<file path="config.mk">
export PLATFORM = sky130hd
export DESIGN_NAME = id_ex_stage
export DESIGN_NICKNAME = d
export VERILOG_FILES = /design/src/rtl/mips_pkg.sv /design/src/rtl/id_ex_stage_main_decoder.sv /design/src/rtl/id_ex_stage.sv
export SDC_FILE = /design/constraint.sdc
export NUM_CORES = 1
export LEC_CHECK = 0
export CAP_MARGIN = 15
export CORE_MARGIN = 4
export CORE_UTILIZATION = 36
export DETAILED_ROUTE_END_ITERATION = 8
export GPL_ROUTABILITY_DRIVEN = 0
export PLACE_DENSITY = 0.77
export SYNTH_ARGS = -nofsm -noshare
export SYNTH_HDL_FRONTEND = slang
export SYNTH_HIERARCHICAL = 1
export SYNTH_SLANG_ARGS = --single-unit
</file>
<file path="constraint.sdc">
create_clock -name clk -period 3.59 [get_ports clk]
set_clock_uncertainty 0.2 [all_clocks]
set_input_delay 1.077 -clock clk [delete_from_list [all_inputs] [get_ports clk]]
set_output_delay 1.077 -clock clk [all_outputs]
set_load 0.01 [all_outputs]
</file>
<file path="src/rtl/mips_pkg.sv">
// Shared MIPS decode definitions: opcodes, ALU operation codes and the
// control bundle carried from decode into the execute stage.
package mips_pkg;

  localparam logic [5:0] OP_RTYPE = 6'b000000;
  localparam logic [5:0] OP_LW    = 6'b100011;
  localparam logic [5:0] OP_SW    = 6'b101011;
  localparam logic [5:0] OP_BEQ   = 6'b000100;
  localparam logic [5:0] OP_ADDI  = 6'b001000;

  localparam logic [1:0] ALU_OP_ADD   = 2'b00;
  localparam logic [1:0] ALU_OP_SUB   = 2'b01;
  localparam logic [1:0] ALU_OP_FUNCT = 2'b10;

  typedef struct packed {
    logic       reg_write;
    logic       mem_read;
    logic       mem_write;
    logic       alu_src;
    logic       branch;
    logic [1:0] alu_op;
  } ctrl_t;

  localparam ctrl_t CTRL_NOP = '0;

  // rt is read as a source operand only by R-type, sw and beq; for lw and
  // addi it is the destination and must not trigger a load-use stall.
  function automatic logic rt_is_source(input logic [5:0] opcode);
    return (opcode == OP_RTYPE) || (opcode == OP_SW) || (opcode == OP_BEQ);
  endfunction

endpackage

</file>
<file path="src/rtl/id_ex_stage_main_decoder.sv">
// Main control decoder: maps the opcode to the control bundle and flags
// any opcode outside the supported subset as illegal.
module main_decoder
  import mips_pkg::*;
(
  input  logic [5:0] opcode,
  output ctrl_t      ctrl,
  output logic       illegal
);

  // Opcode lookup; unsupported opcodes produce no control and raise illegal.
  always_comb begin
    ctrl    = CTRL_NOP;
    illegal = 1'b0;
    case (opcode)
      OP_RTYPE: begin
        ctrl.reg_write = 1'b1;
        ctrl.alu_op    = ALU_OP_FUNCT;
      end
      OP_LW: begin
        ctrl.reg_write = 1'b1;
        ctrl.mem_read  = 1'b1;
        ctrl.alu_src   = 1'b1;
        ctrl.alu_op    = ALU_OP_ADD;
      end
      OP_SW: begin
        ctrl.mem_write = 1'b1;
        ctrl.alu_src   = 1'b1;
        ctrl.alu_op    = ALU_OP_ADD;
      end
      OP_BEQ: begin
        ctrl.branch = 1'b1;
        ctrl.alu_op = ALU_OP_SUB;
      end
      OP_ADDI: begin
        ctrl.reg_write = 1'b1;
        ctrl.alu_src   = 1'b1;
        ctrl.alu_op    = ALU_OP_ADD;
      end
      default: begin
        illegal = 1'b1;
      end
    endcase
  end

endmodule

</file>
<file path="src/rtl/id_ex_stage.sv">
// Decode stage and ID/EX pipeline register of the 5-stage MIPS pipeline.
// Drives register-file read addresses, decodes control, detects load-use
// hazards (inserting one bubble) and honours branch flush and downstream hold.
module id_ex_stage
  import mips_pkg::*;
#(
  parameter int DW = 32,
  parameter int AW = 5
) (
  input  logic          clk,
  input  logic          rst,
  input  logic          if_id_valid,
  input  logic [DW-1:0] if_id_instr,
  input  logic [DW-1:0] if_id_pc4,
  output logic [AW-1:0] readRegister1,
  output logic [AW-1:0] readRegister2,
  input  logic [DW-1:0] readData1,
  input  logic [DW-1:0] readData2,
  input  logic          flush,
  input  logic          hold_in,
  output logic          stall_out,
  output logic          ex_valid,
  output logic          ex_reg_write,
  output logic          ex_mem_read,
  output logic          ex_mem_write,
  output logic          ex_alu_src,
  output logic          ex_branch,
  output logic          ex_illegal,
  output logic [1:0]    ex_alu_op,
  output logic [AW-1:0] ex_rs,
  output logic [AW-1:0] ex_rt,
  output logic [AW-1:0] ex_dst,
  output logic [DW-1:0] ex_rd1,
  output logic [DW-1:0] ex_rd2,
  output logic [DW-1:0] ex_imm,
  output logic [DW-1:0] ex_pc4,
  output logic [5:0]    ex_funct
);

  // ---- ID stage (p0): field extraction and decode ----
  logic [5:0]           opcode_p0;
  logic [AW-1:0]        rs_p0;
  logic [AW-1:0]        rt_p0;
  logic [AW-1:0]        rd_p0;
  logic [AW-1:0]        dst_p0;
  logic signed [DW-1:0] imm_p0;
  ctrl_t                dec_ctrl_p0;
  logic                 dec_illegal_p0;
  logic                 rt_src_p0;
  logic                 haz_p0;

  assign opcode_p0 = if_id_instr[31:26];
  assign rs_p0     = if_id_instr[25:21];
  assign rt_p0     = if_id_instr[20:16];
  assign rd_p0     = if_id_instr[15:11];
  assign dst_p0    = (opcode_p0 == OP_RTYPE) ? rd_p0 : rt_p0;
  assign imm_p0    = {{(DW-16){if_id_instr[15]}}, if_id_instr[15:0]};
  assign rt_src_p0 = rt_is_source(opcode_p0);

  assign readRegister1 = rs_p0;
  assign readRegister2 = rt_p0;

  main_decoder u_main_decoder (
    .opcode  (opcode_p0),
    .ctrl    (dec_ctrl_p0),
    .illegal (dec_illegal_p0)
  );

  // ---- ID/EX register (p1) ----
  logic                 vld_p1;
  ctrl_t                ctrl_p1;
  logic                 illegal_p1;
  logic [AW-1:0]        rs_p1;
  logic [AW-1:0]        rt_p1;
  logic [AW-1:0]        dst_p1;
  logic [DW-1:0]        rd1_p1;
  logic [DW-1:0]        rd2_p1;
  logic signed [DW-1:0] imm_p1;
  logic [DW-1:0]        pc4_p1;
  logic [5:0]           funct_p1;

  // Load-use: a load in EX whose target ($0 excluded) is read by the
  // instruction in ID cannot forward in time, so ID waits one cycle.
  assign haz_p0 = vld_p1 & ctrl_p1.mem_read & (rt_p1 != '0) & if_id_valid &
                  ((rt_p1 == rs_p0) | (rt_src_p0 & (rt_p1 == rt_p0)));

  assign stall_out = hold_in | (haz_p0 & ~flush);

  // Pipeline register update: reset > flush > hold > bubble > load.
  always_ff @(posedge clk) begin
    if (rst) begin
      vld_p1     <= 1'b0;
      ctrl_p1    <= CTRL_NOP;
      illegal_p1 <= 1'b0;
      rs_p1      <= '0;
      rt_p1      <= '0;
      dst_p1     <= '0;
      rd1_p1     <= '0;
      rd2_p1     <= '0;
      imm_p1     <= '0;
      pc4_p1     <= '0;
      funct_p1   <= '0;
    end else if (flush) begin
      vld_p1     <= 1'b0;
      ctrl_p1    <= CTRL_NOP;
      illegal_p1 <= 1'b0;
    end else if (!hold_in) begin
      if (haz_p0) begin
        vld_p1     <= 1'b0;
        ctrl_p1    <= CTRL_NOP;
        illegal_p1 <= 1'b0;
      end else begin
        vld_p1     <= if_id_valid;
        ctrl_p1    <= if_id_valid ? dec_ctrl_p0 : CTRL_NOP;
        illegal_p1 <= if_id_valid & dec_illegal_p0;
        rs_p1      <= rs_p0;
        rt_p1      <= rt_p0;
        dst_p1     <= dst_p0;
        rd1_p1     <= readData1;
        rd2_p1     <= readData2;
        imm_p1     <= imm_p0;
        pc4_p1     <= if_id_pc4;
        funct_p1   <= if_id_instr[5:0];
      end
    end
  end

  // ---- EX-facing outputs ----
  assign ex_valid     = vld_p1;
  assign ex_reg_write = ctrl_p1.reg_write;
  assign ex_mem_read  = ctrl_p1.mem_read;
  assign ex_mem_write = ctrl_p1.mem_write;
  assign ex_alu_src   = ctrl_p1.alu_src;
  assign ex_branch    = ctrl_p1.branch;
  assign ex_alu_op    = ctrl_p1.alu_op;
  assign ex_illegal   = illegal_p1;
  assign ex_rs        = rs_p1;
  assign ex_rt        = rt_p1;
  assign ex_dst       = dst_p1;
  assign ex_rd1       = rd1_p1;
  assign ex_rd2       = rd2_p1;
  assign ex_imm       = imm_p1;
  assign ex_pc4       = pc4_p1;
  assign ex_funct     = funct_p1;

endmodule

</file>
## After elaboration in Yosys (flattened, before gate mapping)

Index checks and enable logic that the tools add are counted.

| storage, ports and cells | value |
|---|---|
| flip-flop bits (word level) | 142 |
| bits of input ports | 133 |
| output and inout port bits | 169 |
| logic and storage cells | 55 |

| operators by class | value |
|---|---|
| eq/ne operators | 6 |
| multiplexer cells | 12 |
| bitwise gates (word level) | 12 |
| reduce and logical (&&, ||, !) cells | 9 |

Operators with widths:

| cell | number |
|---|---|
| $mux 7 | 2 |
| $eq 6x6->1 const B | 2 |
| $eq 5x5->1 | 2 |
| $mux 1 | 8 |
| $and 1x1->1 | 7 |
| $eq 6x3->1 const B | 1 |
| $eq 6x4->1 const B | 1 |
| $logic_not 6->1 | 1 |
| $reduce_or 3->1 | 2 |
| $mux 5 | 1 |
| $reduce_bool 5->1 | 1 |
| $reduce_or 5->1 | 1 |
| $pmux 2 s2 | 1 |
| $not 1->1 | 3 |
| $reduce_and 3->1 | 1 |
| $logic_or 1x1->1 | 2 |
| $or 1x1->1 | 2 |
| $reduce_or 2->1 | 1 |

## Depth between registers and ports, before layout

| depth | value |
|---|---|
| depth in word-level cells | 8 |
| mapped depth | 8 |
| gate-level depth less buffers | 5 |

## Hierarchy

The synthesis kept the hierarchy.

Modules (own cells, without submodules):

| module | instances | cells each | area each (um2) | sequential area each (um2) |
|---|---|---|---|---|
| id_ex_stage | 1 | 660 | 5537.8 | 2722.6 |
| main_decoder | 1 | 14 | 113.9 | 0.0 |

## Worst setup path after synthesis

No wires, ideal clock.

| timing path | value |
|---|---|
| path type | input-to-output |
| start | in if_id_instr[18] |
| end | out stall_out |
| arrival time | 2.556 ns |
| required time | 2.313 ns |
| path slack | -0.243 ns |
| stages on the path | 8 |
| path buffers | 3 |
| path through | xor2_1 nor4_1 and4b_1 buf_2 buf_6 clkbuf_1 nor2_1 o21bai_1 |

| between the ends | value |
|---|---|
| cells in the longest elaborated chain, start to end | 6 |

Ends and longest elaborated chain:

| element | RTL line | text |
|---|---|---|
| start: declaration | id_ex_stage.sv:13 | `input logic [DW-1:0] if_id_instr,` |
| $eq 5x5->1 | id_ex_stage.sv:85 | `((rt_p1 == rs_p0) \| (rt_src_p0 & (rt_p1 == rt_p0)));` |
| $and 1x1->1 | id_ex_stage.sv:85 |  |
| $or 1x1->1 | id_ex_stage.sv:85 |  |
| $and 1x1->1 | id_ex_stage.sv:84 | `assign haz_p0 = vld_p1 & ctrl_p1.mem_read & (rt_p1 != '0) & if_id_valid &` |
| $and 1x1->1 | id_ex_stage.sv:87 | `assign stall_out = hold_in \| (haz_p0 & ~flush);` |
| $or 1x1->1 | id_ex_stage.sv:87 |  |
| end: declaration | id_ex_stage.sv:21 | `output logic stall_out,` |

Every way passes these cells.

## Final worst setup path

| timing path | value |
|---|---|
| start | in if_id_instr[31] |
| end | out stall_out |

| between the ends | value |
|---|---|
| cells in the longest elaborated chain, start to end | 8 |
| elaborated cells on any way between the ends | 10 |
| classes of those cells | eq/ne (2); bitwise (5); reduce/logical (3) |

Ends and longest elaborated chain:

| element | RTL line | text |
|---|---|---|
| $eq 6x6->1 or $logic_not 6->1 (tied branches) | mips_pkg.sv:29 | `return (opcode == OP_RTYPE) \|\| (opcode == OP_SW) \|\| (opcode == OP_BEQ);` |
| $logic_or 1x1->1 | mips_pkg.sv:29 |  |
| $logic_or 1x1->1 * | mips_pkg.sv:29 |  |
| $and 1x1->1 * | id_ex_stage.sv:85 |  |
| $or 1x1->1 * | id_ex_stage.sv:85 |  |
| $and 1x1->1 * | id_ex_stage.sv:84 |  |
| $and 1x1->1 * | id_ex_stage.sv:87 |  |
| $or 1x1->1 * | id_ex_stage.sv:87 |  |

Mark *: on every way between the ends. The rest lies on a longest branch, timed or not.

==> run summary <==
Wire length of the first global-routing pass: 31.0 mm
Detailed-route via count: 5,980
Worst Max-Slew Pin Slew: 0.810 ns
Yosys warning total: 6
Total Negative Setup Slacks: -0.0463 ns
Setup-violating endpoint count in the final report: 1
Die Span Y: 133 um
Setup CP Type: in2out
Hpwl dp: 13.6 mm
Starting Density: 36.9%
Number of slew-limit violations in the final report: 0
Most frequent cells in the layout: 283 x sky130_fd_sc_hd__clkdlybuf4s50_1, 136 x sky130_fd_sc_hd__dfxtp_1, 127 x sky130_fd_sc_hd__a21oi_1
Register bit total from synthesis: 136
Static leakage: 3.42 nW
CP Data Required Time: 2.31 ns
Via count of the first global-routing pass: 5,749
Core area: 0.0153 sq mm
Worst voltage drop across the vdd grid: 0.408 mV
Cell area after placement: 0.00882 sq mm
Clock Sink Count: 136
Total global routing track utilization: 21.5%
Worst hold-check path type: reg2reg
Clock slew seen by the registers of the worst setup and hold paths: 0.06 ns
Deepest level of the CTS H-tree: 4
Wire length reported by the detailed router: 20.2 mm
Maximum count of clock buffers along a single path: 2
Average wire per standard cell: 17.4 um
Pwr Density: 442 mW/mm^2
Hold violation total from the final report: 0
DRC violation count after routing: 0
Cell area after synthesis: 0.00565 sq mm
Die Area: 0.0178 sq mm
Number of violations of the max-capacitance limit: 0
Post-route antenna net violation count: 0
Root cell of the clock tree: sky130_fd_sc_hd__clkbuf_16
Largest net degree at the start of global routing: 75
Portion of the post-synthesis area used by sequential elements: 48.2%
Net count after synthesis: 807
Setup slack of the critical path after layout: -0.0463 ns
Clock tree from TritonCTS: done
Setup Slack @ Placement: -0.901 ns
Violated checks: setup timing
Post-layout instance area: 0.00955 sq mm
Number of DRC markers in iteration 0: 333
Mean post-synth cell area: 8.39 sq um
Hold buffer count at CTS: 0
Max_slew headroom: 46.0%
Drt first pass iters: 5
Signal arrival time at the worst endpoint: 2.36 ns
Maximum frequency from static timing analysis: 0.275 GHz
Cells after DPL: 1,126
# IOs: 302
Crit-path max FO: 2
Port Buffers: 301
Commonest non-fill, non-tap cell in the layout: sky130_fd_sc_hd__clkdlybuf4s50_1
Area grow syn2layout: 68.9%
Final Non-Filler Cells: 1,161
Global route total overflow: 0
Number of antenna violations at the first check in global routing: 0
Final-stage net count: 1,070
Distinct cells, synth: 37
Run status: finished with violations
Setup repair after global routing missed its margin: true
Cells after Synth: 674
Number of antenna diodes: 0
Final Cycle Share: 101%
Vias per Instance: 5.15
Post-layout minimum cycle time: 3.64 ns
Number of rows in the core area: 45
Clock latency on the worst-skew pair: 0.41 ns
Endpoint class of the critical path: primary output
Fraction of final layout cells with drive strength greater than 1: 10.2%
Worst hold slack after final layout: 0.270 ns
Element type at the critical path start: primary input
Number of buffers created by CTS: 17
Die Wd: 133 um
[sequential cells by signal, summed over array words and instances, names as in the netlist]
register,flops
ex_imm,16
ex_valid,1
ex_mem_write,1
ex_alu_src,1
ex_illegal,1
ex_pc4,32
ex_rd2,32
ex_dst,5
ex_rs,5
ex_alu_op,2
ex_rd1,32
ex_mem_read,1
ex_rt,5
ex_reg_write,1
ex_branch,1
[Yosys cell counts, drive strengths merged]
cell,count,area share (%)
a2111oi,1,0.15
a211oi,7,1.0
a21o,1,0.13
a21oi,127,11
a22o,8,1.2
a41o,1,0.18
and3,1,0.11
and4b,2,0.35
buf,51,6.0
clkbuf,51,3.4
dfxtp,136,48
mux2i,5,0.89
nand2,1,0.066
nand3,124,11
nand4b,2,0.31
nor2,5,0.33
nor2b,1,0.11
nor3,1,0.29
nor3b,1,0.13
nor4,5,0.55
nor4b,2,0.31
o21ai,123,11
o21bai,2,0.27
o41a,1,0.20
o41ai,1,0.29
or3,1,0.11
or4,1,0.20
or4b,2,0.35
xnor2,3,0.46
xor2,7,1.1
[metal layers]
| layer | share of wire (%) | GRT usage [%] | routed length, um |
|---|---|---|---|
| met2 | 49 | 36.1 | 9890 |
| met4 | 1.7 | 6.46 | 348 |
| met3 | 8.7 | 8.31 | 1750 |
| met1 | 41 | 25.5 | 8210 |
| met5 | 0 | 0 | 0 |
[area by class of cell]
| type | count | area, sq um |
|---|---|---|
| Timing Repair Buffer | 346 | 3420 |
| Multi-Input combinational cell | 436 | 2460 |
| Tap cell | 211 | 264 |
| Fill cell | 1329 | 5770 |
| Clock inverter | 11 | 219 |
| Sequential cell | 136 | 2720 |
| Clock buffer | 21 | 460 |
[kinds of logic (layout without fill, tap and decap cells)]
family / Yosys count / after routing / synth area share [%]
multiplexers: 5 / 5 / 0.886
AND/OR/NAND/NOR: 149 / 149 / 14.2
flip-flops: 136 / 136 / 48.2
buffers and inverters: 102 / 378 / 9.36
AO/OA/AOI/OAI: 272 / 272 / 25.8
XOR/XNOR: 10 / 10 / 1.55
[critical path, stage by stage]
cell	delay [ns]
sky130_fd_sc_hd__dlygate4sd2_1	0.26
sky130_fd_sc_hd__nor4_4	0.28
sky130_fd_sc_hd__a41o_1	0.17
sky130_fd_sc_hd__and4b_4	0.25
sky130_fd_sc_hd__nor2_2	0.04
sky130_fd_sc_hd__o21bai_1	0.12
sky130_fd_sc_hd__buf_2	0.16
[worst paths after layout]
| check | from | endpoint | slack [ns] | depth (start not counted) |
|---|---|---|---|---|
| max | if_id_instr[31] | stall_out | -0.05 | 7 |
| min | ex_rd2[29] | ex_rd2[29] | 0.27 | 2 |
| max reg2reg | ex_rt[2] | ex_dst[1] | 0.64 | 8 |
| min reg2reg | ex_rd2[29] | ex_rd2[29] | 0.27 | 2 |
[per-stage QoR]
stage	utilization, %	power, W
4_1_cts	62.1	0.00425
3_5_place_dp	57.6	0.00225
2_1_floorplan	-	0.00186
6_report	62.3	0.00422
3_3_place_gp	57.6	0.00224
5_1_grt	62.3	0.00437
[where the power goes]
group / total (W) / switching, W / internal [W]
combinational: 0.000606 / 0.000254 / 0.000353
clock: 0.00200 / 0.000655 / 0.00134
sequential: 0.00161 / 0.0000352 / 0.00158
[repair_timing]
| action | CTS | global route |
|---|---|---|
| setup endpoints to repair | 76 | 32 |
| cloned | 0 | 0 |
| resized for setup | 40 | 6 |
| buffers inserted | 3 | 0 |
| pin swaps | 9 | 0 |
(Power assumes the default switching activity.)
==> RTL change 1, RTL diff (same settings) <==
Reset style: asynchronous (`rst`), changed in one clocked block.
--- a/src/rtl/id_ex_stage.sv
+++ b/src/rtl/id_ex_stage.sv
@@ -89,3 +89,3 @@
   // Pipeline register update: reset > flush > hold > bubble > load.
-  always_ff @(posedge clk) begin
+  always_ff @(posedge clk or posedge rst) begin
     if (rst) begin
Function: differs if rst is asserted again (counterexample within 4 cycles, from zero or initial values and one cycle with rst high); with rst held inactive, the same outputs for 4 cycles.
==> RTL change 1 against the original RTL <==
Wire length fell by 21%; sequential cell count did not move; synthesized cell count fell by 45%; area after synthesis rose by 2.9%; cell area rose by 0.96%; critical path depth did not move; final cell count fell by 22%; worst setup slack improved by 0.14 ns.
Power is not compared: it rests on default switching activity, and its combinational part moved more than twofold at a synthesized area within 25%.
==> RTL change 1: results (changes against the original RTL) <==
.. list-table::
   :header-rows: 1

   * - Metric
     - Value
   * - Outcome
     - finished clean
   * - Cells after DPL
     - 872 (-23%)
   * - Maximum vdd drop
     - 0.334 mV
   * - Reg-to-reg slack, setup
     - 0.53 ns (-0.11 ns)
   * - LEAKAGE
     - between 4 and 5 nW
   * - Asr flop ratio synth
     - 1.00 (+1.00)
   * - Final core utilization
     - 0.609 (-0.0144)
   * - Worst setup startpoint
     - if_id_valid
   * - Post-synthesis average cell area
     - 15.8 sq um (+88%)
   * - Top cells by area in the synthesized netlist
     - dfrtp_1 (59%), mux2_2 (20%), mux2_4 (7.7%)
   * - Unique cell type count in the Yosys netlist
     - 35 (-5.4%)
   * - Violation count after the first detailed-routing iteration
     - 161 (-52%)
   * - GRT Total Usage
     - 0.175 (-0.0399)
   * - Post-route minimum period
     - 3.50 ns (-0.138 ns)
   * - Number of iterations in the first detailed-routing pass
     - 4 (-1)
   * - Commonest cells in the synthesized netlist
     - dfrtp_1 (136), mux2_2 (101), buf_4 (43)
   * - Synthesized netlist net count
     - 501 (-38%)
   * - Maximum number of pins on one net before global-route repair
     - 72 (-4.0%)
   * - Count of filler cells inserted in the layout
     - 1,238 (-6.8%)
   * - Detailed Place HPWL
     - 12,300 um (-10%)
   * - Clock root cell
     - clkbuf_16
   * - Placed instance area
     - 0.00903 sq mm (+2.5%)
   * - CTS Buf Count
     - 17 (unchanged)
   * - Total routed wirelength
     - 16,100 um (-21%)
   * - Worst reg2reg endpoint
     - ex_rd1[15]
   * - Worst-Skew Late Latency
     - 0.40 ns
   * - Minimum setup slack after placement
     - -0.882 ns (+0.0188 ns)
   * - Fraction of the yosys area taken by sequential cells
     - 0.585 (+0.104)
   * - Wire length of the first global-routing pass
     - 25,000 um (-19%)
   * - Worst min path class
     - register to register
   * - Per-cell via count in the routed design
     - 4.64 (-10%)
   * - Slew at the pin with the worst max-slew slack
     - 0.682 ns (-0.128 ns)
   * - Fin nets
     - 811 (-24%)
   * - Share of final-layout standard cells stronger than drive strength 1
     - 0.322 (+0.220)
   * - Number of H-tree branching levels
     - 4 (unchanged)
   * - Number of standard cells in the layout, taps in and fillers out
     - 905 (-22%)
   * - Data arrival time of the critical path
     - 2.22 ns (-0.14 ns)
   * - Via count of the first global-routing pass
     - 4,648 (-19%)
   * - Launch point of the worst reg-to-reg path
     - ex_rt[2]
## RTL change 1: layout make-up
cell class,instances,area share
Clock buffer,20,0.0474
Inverter,1,0.000779
Sequential cell,136,0.353
Multi-Input combinational cell,181,0.213
Tap cell,216,0.0280
Clock inverter,10,0.0132
Timing Repair Buffer,341,0.344
## RTL change 1: worst max-delay path, cell delays in order
cell and delay, ns:
dlygate4sd2_1 0.22, and3_4 0.19, o21ai_2 0.08, nor4b_4 0.31, nor2_1 0.07, o21bai_1 0.13
buf_2 0.15
## RTL change 1: worst min path at each step
stage	start	to	slack [ns]	cells after the start
3_5_place_dp	ex_pc4[15]	ex_pc4[15]	0.28	1
4_1_cts	ex_pc4[15]	ex_pc4[15]	0.29	1
6_report	ex_reg_write	ex_reg_write	0.29	1
3_3_place_gp	ex_pc4[15]	ex_pc4[15]	0.27	1
2_1_floorplan	ex_pc4[15]	ex_pc4[15]	0.33	1
5_1_grt	ex_mem_write	ex_mem_write	0.31	1
## RTL change 1: where the power goes
part	internal [W]	switching, W
Sequential	0.00175	0.000137
Clock	0.00111	0.000617
Combinational	0.000799	0.000432
## RTL change 1: metal layers
metal | vias to the layer above | wire [um] | GRT usage
met5 | - | 0 | 0
met4 | 0 | 209 | 0.0554
met3 | 14 | 1700 | 0.0797
met2 | 197 | 8210 | 0.300
met1 | 2076 | 5940 | 0.195
li1 | 1909 | - | -
## RTL change 1: timing repair
item | CTS | global route
setup buffers | 3 | 0
resized for setup | 45 | 15
gates cloned | 0 | 0
endpoints found under the setup margin | 1 | 1
pin swaps | 14 | 11
## RTL change 1: kinds of logic after synthesis
family | Yosys count | share of synthesized area
flops | 136 | 0.585
xor+xnor | 10 | 0.0151
buf+inv | 51 | 0.0725
simple gates | 23 | 0.0275
compound gates | 16 | 0.0245
mux | 132 | 0.275
==> RTL change 2, RTL diff (same settings) <==
Without the edit above. Set the parameter `DW` to 48 (it was 32).
--- a/src/rtl/id_ex_stage.sv
+++ b/src/rtl/id_ex_stage.sv
@@ -6,3 +6,3 @@
 #(
-  parameter int DW = 32,
+  parameter int DW = 48,
   parameter int AW = 5
Interface: changed (8 resized); port bits go from 302 to 430. The function was not compared with the original's and may differ.
==> RTL change 2 against the original RTL <==
The run still ends with setup timing left; power is 14% higher; sequential cell count is 48 higher; synthesized cell count is 35% higher; count of clock-buffer cells in the layout is 3 lower; via count is 36% higher; cell area is 30% higher; worst setup slack better by 0.027 ns; clock power is 9% lower; wire length is 38% higher; critical path depth is 1 higher; die area is 32% higher; area after synthesis is 35% higher; critical path type unchanged; critical endpoint unchanged; largest cell class unchanged; highest routed layer is now met5.
==> RTL change 2: results (changes against the original RTL) <==
.. list-table::
   :header-rows: 1

   * - Metric
     - Value
   * - Outcome
     - finished, violations left
   * - Failing checks
     - setup timing
   * - Detailed Place HPWL
     - 18,700 um (+37%)
   * - Maximum number of pins on one net before global-route repair
     - 176 (+130%)
   * - GRT Total Usage
     - 0.220 (+0.00539)
   * - Fin nets
     - 1,442 (+35%)
   * - Number of iterations in the first detailed-routing pass
     - 5 (unchanged)
   * - Commonest cells in the synthesized netlist
     - dfxtp_1 (184), a21oi_1 (175), nand3_1 (172)
   * - Violation count after the first detailed-routing iteration
     - 513 (+54%)
   * - Unique cell type count in the Yosys netlist
     - 38 (+2.7%)
   * - Top cells by area in the synthesized netlist
     - dfxtp_1 (48%), a21oi_1 (12%), nand3_1 (11%)
   * - Count of filler cells inserted in the layout
     - 1,764 (+33%)
   * - Number of warnings reported in the yosys synthesis log
     - 6 (unchanged)
   * - Xor-xnor portion of the synthesized cell area
     - 0.0115 (-0.00398)
   * - Data arrival time of the critical path
     - 2.33 ns (-0.03 ns)
   * - Multiplexer fraction of the synthesized cell area
     - 0.00658 (-0.00227)
   * - Clock transition at the registers of the reported paths
     - 0.07 ns
   * - Min setup slack post-route
     - -0.0190 ns (+0.0273 ns)
   * - Total routed wirelength
     - 27,800 um (+38%)
   * - Worst slew margin
     - 0.263 (-0.197)
   * - Worst min path class
     - register to register
   * - Slew at the pin with the worst max-slew slack
     - 1.10 ns (+0.293 ns)
   * - Antenna violations before repair
     - 1 (+1)
   * - Post-synthesis average cell area
     - 8.38 sq um (-0.12%)
   * - Average wire length per cell after detail routing
     - 18.2 um (+4.6%)
   * - Maximum vdd drop
     - 0.276 mV (-32%)
   * - Share of final-layout standard cells stronger than drive strength 1
     - 0.0827 (-0.0194)
   * - Overall via count from detail_route
     - 8,156 (+36%)
   * - Synthesized netlist net count
     - 1,105 (+37%)
   * - Minimum setup slack after placement
     - -0.991 ns (-0.0906 ns)
   * - Via count of the first global-routing pass
     - 7,782 (+35%)
   * - Cells after DPL
     - 1,491 (+32%)
   * - Slowest stage delay, CP
     - 0.31 ns (+0.03 ns)
   * - Fraction of the yosys area taken by sequential cells
     - 0.484 (+0.00263)
   * - Total of endpoints with negative setup slack in the final report
     - 1 (unchanged)
   * - Worst path slowest cell
     - nor4_2
   * - LEAKAGE
     - 4.36 nW (+27%)
   * - Port buffer count
     - 413 (+37%)
   * - Aggregate negative setup slack
     - -0.0190 ns (+0.0273 ns)
## RTL change 2: changes by cell type in the layout (fill, tap and decap cells not counted), sizes merged
cell,change
dfxtp,+48
o21ai,+48
bufinv,-6
clkinv,+3
nand3,+48
a21oi,+48
inv,+6
clkbuf,-3
buf,+4
clkdlybuf4s50,+112
## RTL change 2: logic make-up after synthesis
family	count (synthesis)
AND/OR/NAND/NOR	197
flip-flops	184
XOR/XNOR	10
AO/OA/AOI/OAI	368
multiplexers	5
buffers and inverters	144
## RTL change 2: metal layers
layer	up-vias	GRT usage	share of wire
met2	343	0.368	0.48
met5	-	0	0.00047
met3	50	0.0820	0.091
met1	3868	0.260	0.40
met4	2	0.0799	0.028
li1	3893	-	-
## RTL change 2: final timing paths
kind / from / endpoint / slack [ns] / cells past startpoint
setup / recovery: if_id_instr[16] / stall_out / -0.02 / 8
hold / removal: ex_rd1[14] / ex_rd1[14] / 0.27 / 2
setup reg to reg: ex_rt[0] / ex_rt[1] / 0.49 / 8
hold reg to reg: ex_rd1[14] / ex_rd1[14] / 0.27 / 2
## RTL change 2: power by group
part           switching [W]  leakage, nW  total, W  internal, W
clock               0.000893        0.281   0.00183     0.000940
combinational       0.000341         2.57  0.000813     0.000471
sequential         0.0000457         1.50   0.00218      0.00213
## RTL change 2: final cells by class
cell class	instances	share of cell area
Timing Repair Buffer	462	0.371
Sequential cell	184	0.297
Multi-Input combinational cell	580	0.259
Clock buffer	18	0.0354
Tap cell	270	0.0272
Clock inverter	14	0.0109
## RTL change 2: repair_timing
item / CTS / global route
hold buffers: 0 / 0
setup buffers: 5 / 0
pin swaps: 9 / 2
gates resized for setup: 42 / 12
endpoints found under the setup margin: 96 / 93
